File: src/rtl/imm_split_encoder_pkg.sv
// -----------------------------------------------------------------------------
// imm_split_encoder_pkg
// Shared constants and encodings for the 32-bit constant to 16-bit immediate
// beat encoder. It holds the data and immediate widths, the out_kind beat
// encodings seen by the instruction emitter, and the encoder state encoding.
// -----------------------------------------------------------------------------
package imm_split_encoder_pkg;

   localparam int DATA_W = 32;
   localparam int IMM_W  = DATA_W / 2;

   // Beat kinds as presented on out_kind; 2'b11 is never produced.
   typedef enum logic [1:0] {
      KIND_SINGLE = 2'b00,   // addi-form, consumer sign-extends
      KIND_HI     = 2'b01,   // lui-form, upper half
      KIND_LO     = 2'b10    // ori-form, lower half, consumer zero-extends
   } kind_e;

   typedef enum logic [2:0] {
      ST_IDLE    = 3'd0,
      ST_SINGLE  = 3'd1,
      ST_HI_ONLY = 3'd2,
      ST_HI      = 3'd3,
      ST_LO      = 3'd4
   } state_e;

endpackage

File: src/rtl/imm_split_encoder_fit.sv
// -----------------------------------------------------------------------------
// imm_fit_check
// Combinational classifier for a 32-bit constant.
//   value_i   : constant to classify
//   fits_o    : constant survives 16-bit sign extension unchanged
//   lo_zero_o : lower immediate half is zero (no LO beat needed)
// -----------------------------------------------------------------------------
module imm_fit_check
   import imm_split_encoder_pkg::*;
(
   input  logic [DATA_W-1:0] value_i,
   output logic              fits_o,
   output logic              lo_zero_o
);

   // Bits [31:15] must all equal the sign bit of the low half for the
   // value to be representable as a sign-extended 16-bit immediate.
   assign fits_o    = (&value_i[DATA_W-1:IMM_W-1]) | ~(|value_i[DATA_W-1:IMM_W-1]);
   assign lo_zero_o = ~(|value_i[IMM_W-1:0]);

endmodule

File: src/rtl/imm_split_encoder.sv
// -----------------------------------------------------------------------------
// imm_split_encoder
// Encodes a 32-bit constant as one SINGLE beat (when it fits a sign-extended
// 16-bit immediate) or as a HI beat followed, if the lower half is non-zero,
// by a LO beat. Valid/ready on both sides, one cycle latency, no bubble
// between consecutive constants.
//   clock, reset : rising-edge clock, synchronous active-high reset
//   in_valid/in_ready/in_data        : constant input handshake
//   out_valid/out_ready              : beat output handshake
//   out_imm, out_kind, out_last      : beat immediate, kind, last-of-constant
// -----------------------------------------------------------------------------
module imm_split_encoder #(
   parameter int DATA_W = 32,
   parameter int IMM_W  = 16
) (
   input  logic              clock,
   input  logic              reset,
   input  logic              in_valid,
   output logic              in_ready,
   input  logic [DATA_W-1:0] in_data,
   output logic              out_valid,
   input  logic              out_ready,
   output logic [IMM_W-1:0]  out_imm,
   output logic [1:0]        out_kind,
   output logic              out_last
);

   import imm_split_encoder_pkg::*;

   state_e             state_q, state_d;
   logic [IMM_W-1:0]   imm_q, imm_d;
   logic [1:0]         kind_q, kind_d;
   logic               last_q, last_d;
   logic [IMM_W-1:0]   hold_q, hold_d;

   logic fits, lo_zero;
   logic accept, fire;

   imm_fit_check u_fit (
      .value_i   (in_data),
      .fits_o    (fits),
      .lo_zero_o (lo_zero)
   );

   assign accept = in_valid & in_ready;
   assign fire   = out_valid & out_ready;

   // State and beat registers
   always_ff @(posedge clock) begin
      if (reset) begin
         state_q <= ST_IDLE;
         imm_q   <= '0;
         kind_q  <= KIND_SINGLE;
         last_q  <= 1'b0;
         hold_q  <= '0;
      end else begin
         state_q <= state_d;
         imm_q   <= imm_d;
         kind_q  <= kind_d;
         last_q  <= last_d;
         hold_q  <= hold_d;
      end
   end

   // Next-state and next-beat decode
   always_comb begin
      state_d = state_q;
      imm_d   = imm_q;
      kind_d  = kind_q;
      last_d  = last_q;
      hold_d  = hold_q;
      if (state_q == ST_HI && fire) begin
         state_d = ST_LO;
         imm_d   = hold_q;
         kind_d  = KIND_LO;
         last_d  = 1'b1;
      end else if (accept) begin
         // Reached from IDLE or on the handshake of a last beat.
         if (fits) begin
            state_d = ST_SINGLE;
            imm_d   = in_data[IMM_W-1:0];
            kind_d  = KIND_SINGLE;
            last_d  = 1'b1;
         end else if (lo_zero) begin
            state_d = ST_HI_ONLY;
            imm_d   = in_data[DATA_W-1:IMM_W];
            kind_d  = KIND_HI;
            last_d  = 1'b1;
         end else begin
            state_d = ST_HI;
            imm_d   = in_data[DATA_W-1:IMM_W];
            kind_d  = KIND_HI;
            last_d  = 1'b0;
            hold_d  = in_data[IMM_W-1:0];
         end
      end else if (fire) begin
         // Last beat taken with nothing new offered; beat fields hold.
         state_d = ST_IDLE;
      end
   end

   // Outputs
   always_comb begin
      out_valid = (state_q != ST_IDLE);
      // A new constant may enter on the same edge the final beat leaves.
      in_ready  = (state_q == ST_IDLE) | (out_valid & out_ready & last_q);
      out_imm   = imm_q;
      out_kind  = kind_q;
      out_last  = last_q;
   end

endmodule
File: config.mk
export PLATFORM = sky130hd
export DESIGN_NAME = imm_split_encoder
export DESIGN_NICKNAME = d
export VERILOG_FILES = /design/src/rtl/imm_split_encoder_pkg.sv /design/src/rtl/imm_split_encoder_fit.sv /design/src/rtl/imm_split_encoder.sv
export SDC_FILE = /design/constraint.sdc
export NUM_CORES = 1
export LEC_CHECK = 0
export CORE_ASPECT_RATIO = 1.2
export CORE_MARGIN = 2
export CORE_UTILIZATION = 44
export CTS_BUF_LIST = sky130_fd_sc_hd__clkbuf_2
export DETAILED_ROUTE_END_ITERATION = 10
export PLACE_DENSITY = 0.84
export SKIP_LAST_GASP = 1
export SLEW_MARGIN = 20
export SYNTH_ARGS = -nofsm -noshare
export SYNTH_HDL_FRONTEND = slang
export SYNTH_SLANG_ARGS = --single-unit
File: constraint.sdc
create_clock -name clock -period 2.1 [get_ports clock]
set_clock_uncertainty 0.2 [all_clocks]
set_input_delay 0.315 -clock clock [delete_from_list [all_inputs] [get_ports clock]]
set_output_delay 0.315 -clock clock [all_outputs]
set_load 0.02 [all_outputs]
==> results by group <==
Setup path
  • Reg2reg setup slack: 70 ps
  • Reg2reg end: hold_q[9]
  • Crit path max fanout: 5
  • CP top delay family: simple AND/OR/NAND/NOR gates
  • Setup crit end kind: flip-flop
  • R2r startpoint: state_q[2]
  • Crit path buffers/inverters: 2
  • Critical path data required time: 2240 ps
  • Critical Path Sink: hold_q[9]
  • WP depth: 6
  • Worst Setup Start Kind: flip-flop
  • Reg2reg path depth: 6
  • CP Cell Sequence: or3_4 -> a21bo_4 -> nor4b_4 -> buf_6 -> buf_12 -> mux2i_4
  • Endpoint arrival time on the critical path: 2170 ps
  • Crit Path Class: reg -> reg
  • Largest stage delay on the critical path: 390 ps
  • Slowest CP cell: or3_4
  • Critical path startpoint: state_q[2]

Detailed routing
  • Wire length on met2: 2.64 mm
  • Initial DRC count: 102
  • Pre-Repair DR Iteration Count: 4
  • Wl on met1: 2.28 mm
  • Routed wl met3: 242 um
  • Detailed Route WL: 5.27 mm
  • DRC: 0
  • Per-cell routed wire length: 15.0 um
  • Highest Signal Layer: met4
  • Via/cell ratio: 5.47
  • Via count: 1921
  • Remaining antenna violation count: 0

Placement
  • Worst slack, placed: -291 ps
  • DP HPWL: 3.77 mm
  • # port buffers: 56
  • GP Congestion: 0.831

Synthesis
  • EDFF count, synth: 0
  • Post-Synthesis Cells: 209
  • Sequential share of the synthesized area: 40.0%
  • #FFs+latches synth: 38
  • Top cell type's share of synthesized area: 40.0%
  • Count of different cell masters after synthesis: 29
  • Synth Cell Area: 1900 um^2
  • Dominant cell by count in the synthesized netlist: dfxtp_1
  • Ys Warns: 0
  • Synth area leader: dfxtp_1
  • Commonest cells in the synthesized netlist: dfxtp_1 (38), nand2b_1 (32), nand2_1 (20)
  • Area contributors post-synth: dfxtp_1 (40%), nand2b_1 (11%), mux2i_1 (8.9%), o221ai_1 (6.9%), a22oi_1 (5.9%)
  • Mean Syn Cell Area: 9.10 um^2
  • Syn_nets: 245
  • Predominant post-synthesis flop cell: dfxtp_1
  • Async SR Flop Fraction: 0%

Clock tree
  • Clk_lat worst skew: 410 ps
  • Clock slew at reported path FFs: 190 ps
  • CTS tree: yes
  • Max Root-Sink Buffers: 2
  • # H-tree levels: 2
  • CTS Buf Count: 5
  • CTS hold repair buffers: 0
  • Root buffer selected by CTS: clkbuf_2
  • Sink Count: 38

Floorplanning
  • Row count: 26
  • Die X: 64.0 um
  • Y dimension of the die: 76.0 um
  • IO Pins: 57
  • CORE AREA: 4200 um^2
  • Initial Util: 45.3%
  • Die area: 4870 um^2

STA
  • Unrepaired setup endpoints after global routing: false
  • Crit path time final: 2030 ps
  • Final WS setup: 68.0 ps
  • Final Slew Violations: 0
  • Final Hold Viols: 0
  • Final setup fails: 0
  • Max frequency: 492 MHz
  • Slew Limit Headroom: 76.1%
  • Setup_tns: 0 ps
  • Slew @ Worst Pin: 355 ps
  • Final Cycle Share: 96.8%

Power and ir drop
  • Static leakage: 1.06 nW
  • Peak supply drop: 0.295 mV
  • Switching pwr: 512 uW
  • Pwr dens: 588 nW/um^2
  • Switching fraction of total power: 30.8%
  • Comb pwr share: 31.0%
  • Part of the power in registers: 49.3%
  • Int Pwr: 1.15 mW
  • Clock power frac: 19.7%
  • Total power draw: 1.67 mW

Global route
  • GR Overflow Total: 0
  • Largest net degree at the start of global routing: 34
  • First-pass GRT wire length: 8.37 mm
  • GRT Util Overall: 21.9%
  • Initial antenna violation count: 0
  • Number of global-route vias before repair: 1827

Finish
  • Share of cells above drive strength 1: 19.3%
  • Inserted Diodes: 0
  • Layout area overhead: 49.0%
  • Nets: 330

Status
  • Status: completed

Flow run
  • Max-Cap Viols: 0

Min path
  • Hold crit path type: reg -> reg
==> per-stage QoR <==
step	cell area, um^2	hold slack [ps]	utilization, %	cells
detailed placement	2740	264	65.4	340
finish	2830	283	67.5	351
CTS	2780	286	66.2	348
global placement	2740	257	65.4	340
floorplan	1900	249	-	209
global route	2830	312	67.5	351
==> worst register-to-register path, cell delays in order, from the launching register on <==
cell and delay (ps):
dfxtp_2 370, or3_4 390, a21bo_4 250, nor4b_4 260, buf_6 170, buf_12 130
mux2i_4 210
==> worst min path at each step <==
| stage | start | endpoint | slack, ps | depth (start not counted) |
|---|---|---|---|---|
| 2_1_floorplan | hold_q[15] | hold_q[15] | 250 | 2 |
| 3_3_place_gp | out_kind[0] | out_kind[0] | 260 | 2 |
| 3_5_place_dp | out_kind[0] | out_kind[0] | 260 | 2 |
| 4_1_cts | out_kind[0] | out_kind[0] | 290 | 2 |
| 5_1_grt | hold_q[10] | hold_q[10] | 310 | 2 |
| 6_report | out_kind[0] | out_kind[0] | 280 | 2 |
==> per-layer routing <==
layer / vias to the layer above / GRT usage [%]
li1: 955 / -
met1: 903 / 27.0
met2: 55 / 36.8
met3: 8 / 4.14
met4: 0 / 9.57
met5: - / 0
==> sequential cells by signal (all words and copies together) (netlist names) <==
register  count
hold_q       16
out_kind      2
state_q       3
out_imm      16
out_last      1
==> timing repair <==
action                                  CTS  global route
gates resized for setup                   2             7
cloned                                    0             1
endpoints found under the setup margin    2             5
buffers inserted                          0             2
pin swaps                                 0             3
==> power groups by stage <==
stage | Sequential [mW] | Combinational [mW] | Clock, mW
3_3_place_gp | 0.834 | 0.486 | 0
5_1_grt | 0.829 | 0.551 | 0.354
6_report | 0.821 | 0.517 | 0.328
2_1_floorplan | 0.865 | 0.208 | 0
4_1_cts | 0.821 | 0.492 | 0.328
3_5_place_dp | 0.835 | 0.495 | 0
==> area by class of cell <==
cell class	count	area, um^2
clock inverters	2	8.76
repair buffers	96	901
well taps	56	70.1
inverters	1	3.75
flip-flops and latches	38	763
clock buffers	6	30.0
multi-input cells	152	1060
fillers	316	1360
==> cell usage in the layout, fill, tap and decap left out, drive strengths merged, types with 8 or more instances in the layout <==
master	count
a22oi	15
nand2	20
buf	39
clkdlybuf4s50	54
mux2i	17
o221ai	15
nand2b	32
nand3	17
nor4	9
clkbuf	8
dfxtp	38
==> logic make-up (layout without fill, tap and decap cells) <==
| group | after synthesis | after routing | share of synthesized area [%] |
|---|---|---|---|
| and+or+nand+nor | 95 | 95 | 28.9 |
| AOI/OAI and AO/OA | 40 | 40 | 16.8 |
| DFF | 38 | 38 | 40.0 |
| buffers and inverters | 19 | 105 | 5.26 |
| muxes | 17 | 17 | 8.95 |
Power figures use the tool's default switching activity.
==> patch (same flow settings) <==
`hold_q` no longer has a reset.
--- a/src/rtl/imm_split_encoder.sv
+++ b/src/rtl/imm_split_encoder.sv
@@ -52,14 +52,16 @@
          imm_q   <= '0;
          kind_q  <= KIND_SINGLE;
          last_q  <= 1'b0;
-         hold_q  <= '0;
       end else begin
          state_q <= state_d;
          imm_q   <= imm_d;
          kind_q  <= kind_d;
          last_q  <= last_d;
-         hold_q  <= hold_d;
       end
+   end
+
+   always_ff @(posedge clock) begin
+      hold_q <= hold_d;
    end
 
    // Next-state and next-beat decode
Check against the original RTL: same outputs for any inputs over 10 cycles, from zero or initial values and one cycle with reset high; that may be too few to reach the edited logic, so the function may still have changed.
==> patch against the original RTL <==
- final area shrank 4.7%
- global-route usage is 5.3 points higher
- worst hold slack better by 0.016 ns
- cell count is 10% lower
- critical path depth down 1
- setup slack worse by 0.0091 ns
- wire length up 3.3%
- sequential cell count unchanged
- total power rose by 0.55%
- synthesized area fell by 12%
- critical endpoint is now out_imm[3]
- largest cell class is now flip-flops and latches
- largest power group unchanged
- highest routed layer unchanged
==> patch: results (changes against the original RTL) <==
stage,metric,value,unit,change
timing,relSlewSlack,74.4,%,was 76.1%
final_layout,drive_gt1_share,25.1,%,was 19.3%
global_routing,met3_usage,4.69,%,was 4.14%
worst_setup_path,cp.arrival,2.20,ns,was 2.17 ns
route,drt_iter0_drc,118,,was 102
placement,place_area,2600,um^2,was 2740 um^2
logic_synthesis,muxShareOfSynthArea,0.598,%,was 8.95%
pwr,power.internal,1.17,mW,was 1.15 mW
worst_setup_path,cp_max_fo,8,,was 5
global_routing,grt_first_pass_wirelength,8.47,mm,was 8.37 mm
global_routing,grt.total_usage,27.3,%,was 21.9%
final_layout,stdcell_count,315,,was 351
global_routing,grt_pass1_vias,1793,,"was 1,827"
route,routed_via_density,5.78,,was 5.47
global_routing,met1_usage,31.9,%,was 27.0%
logic_synthesis,synthCells,162,,was 209
logic_synthesis,ys_seq_area_share,55.0,%,was 40.0%
worst_setup_path,critical-path-slowest-cell,or3_4,,unchanged
final_layout,nets,298,,was 330
final_layout,seqCellArea,922,um^2,was 763 um^2
pwr,p_leak,1.01,nW,was 1.06 nW
final_layout,fillers,277,,was 316
logic_synthesis,synth_area_leaders,"edfxtp_1 (29%), dfxtp_1 (26%), a221o_1 (9.0%), nand3_1 (6.3%), a21oi_1 (5.4%)",,"was dfxtp_1 (40%), nand2b_1 (11%), mux2i_1 (8.9%), o221ai_1 (6.9%), a22oi_1 (5.9%)"
logic_synthesis,synth_edf_count,16,,was 0
logic_synthesis,synth-xor-area-share,0,%,unchanged
logic_synthesis,synth_nets,198,,was 245
placement,dp_slack,-0.437,ns,was -0.291 ns
placement,hpwl,3.90,mm,was 3.77 mm
global_routing,grt_max_degree,23,,was 34
logic_synthesis,synthDistinctLibCells,33,,was 29
logic_synthesis,synth_compound_gate_area_share,19.1,%,was 16.8%
placement,gp_congestion,0.883,,was 0.831
pwr,irDropWorstVdd,0.000412,V,was 0.000295 V
outcome,outcome,"finished, final reports clean",,unchanged
-- patch: layer usage --
metal,share of wire [%],vias to the layer above
li1,-,839
met1,37,865
met4,3.6,0
met3,7.6,19
met2,52,98
met5,0,-
-- patch: cell families after synthesis --
kind of cell           after synthesis
AO/OA/AOI/OAI                       42
buffers and inverters               11
flip-flops                          38
multiplexers                         1
AND/OR/NAND/NOR                     70
-- patch: tightest hold or removal path, delay by kind of cell, from the launching register on --
family	cells	cell delay (ns)
AO/OA/AOI/OAI	1	0.07
flip-flops	1	0.35
AND/OR/NAND/NOR	1	0.06
-- patch: power by group through the flow --
stage / clock, mW / combinational [mW] / sequential, mW
6_report: 0.331 / 0.473 / 0.872
5_1_grt: 0.360 / 0.503 / 0.877
4_1_cts: 0.330 / 0.471 / 0.871
3_5_place_dp: 0 / 0.462 / 0.887
3_3_place_gp: 0 / 0.450 / 0.884
2_1_floorplan: 0 / 0.142 / 0.928
-- patch: final timing paths --
check / start / endpoint / slack, ns / cells past startpoint
worst max register to register: state_q[2] / out_imm[3] / 0.06 / 5
worst max-delay path: state_q[2] / out_imm[3] / 0.06 / 5
worst min register to register: out_kind[0] / out_kind[0] / 0.30 / 2
worst min-delay path: out_kind[0] / out_kind[0] / 0.30 / 2
-- patch: timing repair --
item,in CTS,in global routing
resized for setup,6,7
endpoints found under the setup margin,17,25
buffers inserted,1,1
pin swaps,1,2
gates cloned,1,0
-- patch: area by class of cell --
| type | instances | share of cell area, % |
|---|---|---|
| Clock buffer | 5 | 0.927 |
| Clock inverter | 3 | 0.602 |
| Inverter | 1 | 0.139 |
| Multi-Input combinational cell | 114 | 27.7 |
| Sequential cell | 38 | 34.2 |
| Tap cell | 52 | 2.41 |
| Timing Repair Buffer | 102 | 34.1 |
